**config.mk**
```make
export PLATFORM = sky130hd
export DESIGN_NAME = push_conditioner
export DESIGN_NICKNAME = d
export VERILOG_FILES = /design/src/rtl/vga_defs.sv /design/src/rtl/debounce_channel.sv /design/src/rtl/push_conditioner.sv
export SDC_FILE = /design/constraint.sdc
export NUM_CORES = 1
export LEC_CHECK = 0
export CORE_MARGIN = 2
export CORE_UTILIZATION = 50
export DETAILED_ROUTE_END_ITERATION = 8
export MAX_ROUTING_LAYER = met4
export PLACE_DENSITY = 0.67
export SKIP_CTS_REPAIR_TIMING = 1
export SLEW_MARGIN = 20
export SYNTH_ARGS = -nofsm -noshare
export SYNTH_HDL_FRONTEND = slang
export SYNTH_SLANG_ARGS = --single-unit
```
**constraint.sdc**
```tcl
create_clock -name clk -period 2.4 [get_ports clk]
set_input_delay 0.6 -clock clk [delete_from_list [all_inputs] [get_ports clk]]
set_output_delay 0.6 -clock clk [all_outputs]
set_load 0.02 [all_outputs]
```
**src/rtl/vga_defs.sv**
```systemverilog
// Shared definitions for the push/switch conditioning path: parameter defaults,
// the per-button FSM encoding and the counter sizing helper.
package vga_defs;

    localparam int DEF_DEBOUNCE_CYCLES = 1000000;   // 20 ms at 50 MHz
    localparam int DEF_REPEAT_DELAY    = 25000000;  // 500 ms before first repeat
    localparam int DEF_REPEAT_RATE     = 5000000;   // 100 ms between repeats
    localparam int DEF_REPEAT_EN       = 1;

    typedef enum logic [1:0] {
        RELEASED   = 2'd0,
        DB_PRESS   = 2'd1,
        PRESSED    = 2'd2,
        DB_RELEASE = 2'd3
    } db_state_e;

    // Counters only ever reach (largest period - 1), so clog2 of it is enough.
    function automatic int cnt_width(input int a, input int b, input int c);
        int m;
        m = a;
        if (b > m) m = b;
        if (c > m) m = c;
        return (m > 1) ? $clog2(m) : 1;
    endfunction

endpackage

```
**src/rtl/debounce_channel.sv**
```systemverilog
// One push-button channel: debounce FSM, debounced level, press/release pulses
// and optional auto-repeat while the button stays held.
module debounce_channel
    import vga_defs::*;
#(
    parameter int DEBOUNCE_CYCLES = DEF_DEBOUNCE_CYCLES,
    parameter int REPEAT_DELAY    = DEF_REPEAT_DELAY,
    parameter int REPEAT_RATE     = DEF_REPEAT_RATE,
    parameter int REPEAT_EN       = DEF_REPEAT_EN
) (
    input  logic clk,
    input  logic rst,
    input  logic s,
    output logic db,
    output logic press,
    output logic rel
);

    localparam int CW = cnt_width(DEBOUNCE_CYCLES, REPEAT_DELAY, REPEAT_RATE);
    localparam logic [CW-1:0] DB_LAST    = CW'(DEBOUNCE_CYCLES - 1);
    localparam logic [CW-1:0] DELAY_LAST = CW'(REPEAT_DELAY - 1);
    localparam logic [CW-1:0] RATE_LAST  = CW'(REPEAT_RATE - 1);

    db_state_e       state_q, state_d;
    logic [CW-1:0]   cnt_q, cnt_d;
    logic [CW-1:0]   rcnt_q, rcnt_d;
    logic            first_q, first_d;
    logic            db_q, db_d;
    logic            press_q, press_d;
    logic            rel_q, rel_d;
    logic            hold_step;

    always_comb begin
        state_d   = state_q;
        cnt_d     = cnt_q;
        rcnt_d    = rcnt_q;
        first_d   = first_q;
        db_d      = db_q;
        press_d   = 1'b0;
        rel_d     = 1'b0;
        hold_step = 1'b0;
        case (state_q)
            RELEASED: begin
                if (s) begin
                    state_d = DB_PRESS;
                    cnt_d   = '0;
                end
            end
            DB_PRESS: begin
                if (!s) begin
                    state_d = RELEASED;
                end else if (cnt_q == DB_LAST) begin
                    state_d = PRESSED;
                    db_d    = 1'b1;
                    press_d = 1'b1;
                    rcnt_d  = '0;
                    first_d = 1'b1;
                end else begin
                    cnt_d = cnt_q + 1'b1;
                end
            end
            PRESSED: begin
                if (!s) begin
                    state_d = DB_RELEASE;
                    cnt_d   = '0;
                end else begin
                    hold_step = 1'b1;
                end
            end
            DB_RELEASE: begin
                // A high sample here is a glitch: the held time keeps running.
                if (s) begin
                    state_d   = PRESSED;
                    hold_step = 1'b1;
                end else if (cnt_q == DB_LAST) begin
                    state_d = RELEASED;
                    db_d    = 1'b0;
                    rel_d   = 1'b1;
                end else begin
                    cnt_d = cnt_q + 1'b1;
                end
            end
            default: state_d = RELEASED;
        endcase

        if (REPEAT_EN != 0 && hold_step) begin
            if (rcnt_q == (first_q ? DELAY_LAST : RATE_LAST)) begin
                press_d = 1'b1;
                rcnt_d  = '0;
                first_d = 1'b0;
            end else begin
                rcnt_d = rcnt_q + 1'b1;
            end
        end
    end

    always_ff @(posedge clk or negedge rst) begin
        if (!rst) begin
            state_q <= RELEASED;
            cnt_q   <= '0;
            rcnt_q  <= '0;
            first_q <= 1'b1;
            db_q    <= 1'b0;
            press_q <= 1'b0;
            rel_q   <= 1'b0;
        end else begin
            state_q <= state_d;
            cnt_q   <= cnt_d;
            rcnt_q  <= rcnt_d;
            first_q <= first_d;
            db_q    <= db_d;
            press_q <= press_d;
            rel_q   <= rel_d;
        end
    end

    assign db    = db_q;
    assign press = press_q;
    assign rel   = rel_q;

endmodule

```
**src/rtl/push_conditioner.sv**
```systemverilog
// Conditions the raw board buttons and switches: 2-FF synchronizers for all
// inputs, then one debounce/auto-repeat channel per push button.
module push_conditioner
    import vga_defs::*;
#(
    parameter int DEBOUNCE_CYCLES = DEF_DEBOUNCE_CYCLES,
    parameter int REPEAT_DELAY    = DEF_REPEAT_DELAY,
    parameter int REPEAT_RATE     = DEF_REPEAT_RATE,
    parameter int REPEAT_EN       = DEF_REPEAT_EN
) (
    input  logic       clk,
    input  logic       rst,
    input  logic [3:0] push,
    input  logic [2:0] switch,
    output logic [3:0] push_db,
    output logic [3:0] push_press,
    output logic [3:0] push_release,
    output logic [2:0] switch_sync
);

    logic [3:0] push_meta_q, push_meta_d;
    logic [3:0] push_sync_q, push_sync_d;
    logic [2:0] sw_meta_q, sw_meta_d;
    logic [2:0] switch_sync_q, switch_sync_d;

    always_comb begin
        push_meta_d   = push;
        push_sync_d   = push_meta_q;
        sw_meta_d     = switch;
        switch_sync_d = sw_meta_q;
    end

    always_ff @(posedge clk or negedge rst) begin
        if (!rst) begin
            push_meta_q   <= '0;
            push_sync_q   <= '0;
            sw_meta_q     <= '0;
            switch_sync_q <= '0;
        end else begin
            push_meta_q   <= push_meta_d;
            push_sync_q   <= push_sync_d;
            sw_meta_q     <= sw_meta_d;
            switch_sync_q <= switch_sync_d;
        end
    end

    assign switch_sync = switch_sync_q;

    for (genvar i = 0; i < 4; i++) begin : g_ch
        debounce_channel #(
            .DEBOUNCE_CYCLES(DEBOUNCE_CYCLES),
            .REPEAT_DELAY   (REPEAT_DELAY),
            .REPEAT_RATE    (REPEAT_RATE),
            .REPEAT_EN      (REPEAT_EN)
        ) u_ch (
            .clk  (clk),
            .rst  (rst),
            .s    (push_sync_q[i]),
            .db   (push_db[i]),
            .press(push_press[i]),
            .rel  (push_release[i])
        );
    end

endmodule

```
## Yosys cells after proc, flatten, opt, wreduce, memory -nomap -nowiden

Index checks and enable logic that the tools add are counted.

| storage, ports and cells | value |
|---|---|
| flip-flop bits (word level) | 238 |
| output and inout port bits | 15 |
| logic and storage cells | 284 |

| operators by class | value |
|---|---|
| add/sub/neg operators | 8 |
| equal/unequal tests | 52 |
| multiplexer cells | 152 |
| reductions and logical operators | 40 |

Operators with widths:

| operator | number |
|---|---|
| two-way mux 25 bit | 44 |
| one-hot mux 25 bit (4 select lines) | 4 |
| adder 25 x 1 -> 25 bit (second input constant) | 8 |
| equality test 25 x 20 -> 1 bit (second input constant) | 4 |
| equality test 25 bit | 4 |
| two-way mux 1 bit | 72 |
| two-way mux 2 bit | 24 |
| inequality test 2 bit (second input constant) | 16 |
| one-hot mux 2 bit (4 select lines) | 4 |
| AND reduction 4 bit | 8 |
| nonzero test 2 bit | 16 |
| inequality test 3 x 2 -> 1 bit (second input constant) | 8 |
| AND reduction 5 bit | 4 |
| equality test 2 bit (second input constant) | 8 |
| inequality test 2 x 1 -> 1 bit (second input constant) | 8 |
| AND reduction 3 bit | 4 |
| equality test 2 x 1 -> 1 bit (second input constant) | 4 |
| zero test 2 bit | 4 |
| one-hot mux 1 bit (2 select lines) | 4 |
| OR reduction 2 bit | 4 |

## Longest topological paths before layout

| logic depth | value |
|---|---|
| depth in word-level cells | 6 |
| mapped depth | 9 |

## Cells and area by module

A second synthesis with hierarchy kept.

| second synthesis, totals | value |
|---|---|
| cell total of the unflattened synthesis | 1461 |
| area total of the unflattened synthesis | 13550.5 µm² |

By module, submodules not included:

| module | instances | cells each | area an instance (µm²) | sequential area each (µm²) |
|---|---|---|---|---|
| debounce_channel (g_ch[0].u_ch ...) | 3 | 357 | 3258.1 | 1402.6 |
| debounce_channel (g_ch[3].u_ch) | 1 | 376 | 3425.8 | 1402.6 |
| push_conditioner | 1 | 14 | 350.3 | 350.3 |

## Worst setup path before layout

Ideal clock, no wire load.

| path | value |
|---|---|
| path kind | reg2reg |
| start point | register g_ch[1].u_ch.rcnt_q[7] |
| end point | register g_ch[1].u_ch.rcnt_q[23] |
| arrival time | 2.285 ns |
| required time | 2.279 ns |
| slack | -0.006 ns |
| cell stages (with the launch flop) | 7 |
| path through | dfrtp_1 -> or4b_1 -> or4_4 -> a2111o_1 -> buf_6 -> a31o_1 -> a22o_1 |

| on the way | value |
|---|---|
| cells in the longest elaborated chain, start to end | 3 |

Ends and longest elaborated chain:

| item | line | source |
|---|---|---|
| from (decl) | debounce_channel.sv:26 | `logic [CW-1:0] rcnt_q, rcnt_d;` |
| from (signal assigned) | debounce_channel.sv:109 | `rcnt_q <= rcnt_d;` |
| adder 25 x 1 -> 25 bit / equality test 25 bit (equally long branches) | debounce_channel.sv:92, debounce_channel.sv:87 |  |
| two-way mux 25 bit (*) | debounce_channel.sv:87 | `if (rcnt_q == (first_q ? DELAY_LAST : RATE_LAST)) begin` |
| two-way mux 25 bit (*) | debounce_channel.sv:86 | `if (REPEAT_EN != 0 && hold_step) begin` |

Mark *: on every way between the ends. The rest lies on a longest branch, timed or not.
A chain may end at the register's enable or synchronous reset.

## Worst setup path in the final report

| path | value |
|---|---|
| start point | register g_ch[1].u_ch.rcnt_q[7] |
| end point | register g_ch[1].u_ch.rcnt_q[2] |

| on the way | value |
|---|---|
| cells in the longest elaborated chain, start to end | 3 |

Ends and longest elaborated chain:

| item | line |
|---|---|
| equality test 25 bit | debounce_channel.sv:87 |
| two-way mux 25 bit | debounce_channel.sv:87 |
| two-way mux 25 bit | debounce_channel.sv:86 |

Every way passes these cells.

==> impl_metrics.toml <==
[synth]
netlist_area_um2 = 13310
seq_area_frac_synth_pct = 44.77
synth-async-reset-ratio_pct = 100.0
yosysWarnings = 0
synthDistinctLibCells = 78
yosys_register_bits = 238
syn_nets = 1488
synthFlopType = "dfrtp_1"
postSynthAreaPerCell_um2 = 9.051
syn_inst = 1471
synth_edf_count = 0

[global_route]
overflow = 0
grt_start_max_net_pins = 59
antenna_found_initial = 0
track_usage_pct = 23.47
grt_pass1_wl_um = 54660
grt_pass1_vias = 11180

[placement]
place.gp.congestion = 0.9574
pre_cts_ws_ns = -0.06879
dpl_cell_area_um2 = 14430
dp_hpwl_um = 21440
portBuffers = 23

[critical_path]
critPathSlowestCell = "or4b_1"
critical_path.startpoint_type = "flop"
crit_buf_inv = 1
cp_max_fo = 7
r2r-start = "g_ch[1].u_ch.rcnt_q[7]"
max_stage_delay_ns = 0.54
crit_arrival_ns = 2.84
worstPathCellList = "or4b_1 > or4_4 > a2111o_1 > buf_6 > a31oi_4 > a31oi_1"
worstPathRequired_ns = 2.81
critPathCaptureType = "flop"
cp_top_family = "simple AND/OR/NAND/NOR gates"
critPathLaunch = "g_ch[1].u_ch.rcnt_q[7]"
path_class = "flop to flop"

[floorplan]
die_w_um = 167.2
die_area_um2 = 27950
fp-row-count = 59
coreArea_um2 = 26130
initial_core_util_pct = 50.95
ioPinCount = 24
die_h_um = 167.2

[hold_path]
hold_class = "input port to asynchronous set/reset pin"

[status]
status = "finished with violations"
violations = "DRC, hold timing, setup timing"

[cts]
cts_buffers = 28
worst_skew_pair.late_latency_ns = 0.55
clockBufferDepth = 3
cts.sinks = 238
htreeDepth = 1
clk_pin_slew_ns = 0.06
root_buffer = "clkbuf_16"
cts_tree = "done"

[final_layout]
area_growth_pct = 16.66
n_antenna_cell = 0
stdcell_area_um2 = 15530
layout.nets = 1559
final_util_pct = 59.44
drive_gt1_share_pct = 12.72

[power]
seq_power_share_pct = 47.2
switching_share_pct = 21.84
combPwrFrac_pct = 3.3
leakage_nw = 6.335
ir_drop_v = 0.0005173
p_per_area_nw_per_um2 = 562.2
p_clk_share_pct = 49.5
p_switching_w = 0.001907
intPower_w = 0.006825

[timing]
maxSlewViolCount = 0
fin_crit_sh_pct = 101.4
worst_pin_slew_ns = 0.7395
clock.fmax_ghz = 0.4109
whs_ns = -0.02381
min_period_ns = 2.434
setup-violations-final = 10
fin_worst_skew_ns = 0.01301
final.setup.tns_ns = -0.07123
fin_ws_ns = -0.03372
grt_setup_unrepaired = "yes"
hold_viol = 6
slew_headroom_pct = 50.70

[route]
drt_pass1_iterations = 7
drt_iter0_markers = 647
ant_nets = 0
routed_wl_um = 31230
vias = 11520
post-route-drc-count = 1
viasPerCell = 6.067
wl_per_cell_um = 16.45

[run]
cap_violations = 0
-- path summary, 6_finish.rpt --
path,to,slack [ns],cells past startpoint
max in group asynchronous,push_meta_q[3],1.75,2
worst max-delay path,g_ch[1].u_ch.rcnt_q[2],-0.03,6
worst min-delay path,g_ch[3].u_ch.rcnt_q[14],-0.02,1
worst max register to register,g_ch[1].u_ch.rcnt_q[2],-0.03,6
min in group clk,push_sync_q[0],0.35,0
worst min register to register,push_sync_q[0],0.35,0
-- flip-flops by register name, summed over array words and instances (netlist names), named ones only --
signal and count:
g_ch.u_ch.first_q 4, switch_sync 3, g_ch.u_ch.cnt_q 100, g_ch.u_ch.rcnt_q 100, push_sync_q 4, sw_meta_q 3
g_ch.u_ch.press 4, g_ch.u_ch.state_q 4, g_ch.u_ch.rel 4, g_ch.u_ch.db 4, push_meta_q 4
-- cells by family after synthesis --
logic type	synth area share (%)
AO/OA/AOI/OAI	16.42
XOR/XNOR	4.398
adder cells (fa/ha/maj)	0.7518
buffers and inverters	4.342
flip-flops	44.77
multiplexers	0.9585
AND/OR/NAND/NOR	28.36
-- routing by layer --
layer | wire length (um) | vias up | track usage, %
met4 | 671 | 0 | 5.898
met5 | 0 | - | -
met1 | 14920 | 5602 | 32.09
met3 | 1029 | 45 | 2.553
met2 | 14610 | 196 | 37.72
li1 | - | 5678 | -
-- Yosys cell counts (8+ instances only) --
library cell / count / share of area [%]
or2_2: 8 / 0.38
or3_1: 24 / 1.1
nor3_1: 56 / 2.1
o31ai_1: 30 / 1.7
inv_1: 47 / 1.3
a31oi_1: 41 / 1.9
and3_1: 38 / 1.8
a21oi_1: 45 / 1.7
o211ai_1: 10 / 0.56
nand3_1: 85 / 3.2
o311a_1: 9 / 0.68
a22o_1: 19 / 1.2
xnor2_1: 54 / 3.6
nand2_1: 131 / 3.7
o21ai_0: 51 / 1.9
o311ai_0: 10 / 0.66
ha_1: 8 / 0.75
nor4b_1: 14 / 0.92
a211oi_1: 8 / 0.45
and2_1: 21 / 0.99
nor2_1: 128 / 3.6
dfrtp_1: 234 / 44
nand2b_1: 8 / 0.38
buf_4: 13 / 0.73
or4_1: 42 / 2.4
xor2_1: 11 / 0.72
nor4_1: 46 / 2.2
and4_1: 21 / 1.4
a21o_1: 16 / 0.90
clkbuf_1: 69 / 1.9
nand4_1: 49 / 2.3
-- final cells by class --
cell class	instances	area, um^2
Multi-Input combinational cell	1095	6904
Inverter	48	180.2
Clock inverter	9	131.4
Timing Repair Buffer	131	1120
Clock buffer	43	817.0
Fill cell	2293	10600
Sequential cell	238	5961
Tap cell	335	419.2
-- cell usage in the layout (no fill, tap or decap), drive strengths merged, types with 22 or more instances in the layout --
cell,n
nand4,49
o21ai,54
or4,43
a31oi,41
or3,24
buf,108
inv,48
a21oi,45
xnor2,54
nor2,128
o31ai,30
nor3,56
nor4,47
and3,38
clkbuf,43
nand2,131
clkdlybuf4s50,22
dfrtp,234
and2,23
nand3,85
-- metrics by stage --
| stage | std cells | total power [W] |
|---|---|---|
| 2_1_floorplan | 1471 | 0.004307 |
| 3_3_place_gp | 1844 | 0.004481 |
| 3_5_place_dp | 1844 | 0.004490 |
| 4_1_cts | 1896 | 0.008863 |
| 5_1_grt | 1899 | 0.009060 |
| 6_report | 1899 | 0.008732 |
-- power by group through the flow --
stage,Sequential (W),Combinational (W),Clock (W)
after global routing,0.00413,0.000332,0.00460
after floorplan,0.00418,0.000132,0
after detailed placement,0.00419,0.000299,0
after CTS,0.00412,0.000298,0.00444
after global placement,0.00419,0.000291,0
final,0.00412,0.000289,0.00432
No activity file was read; power rests on OpenSTA's default activity.
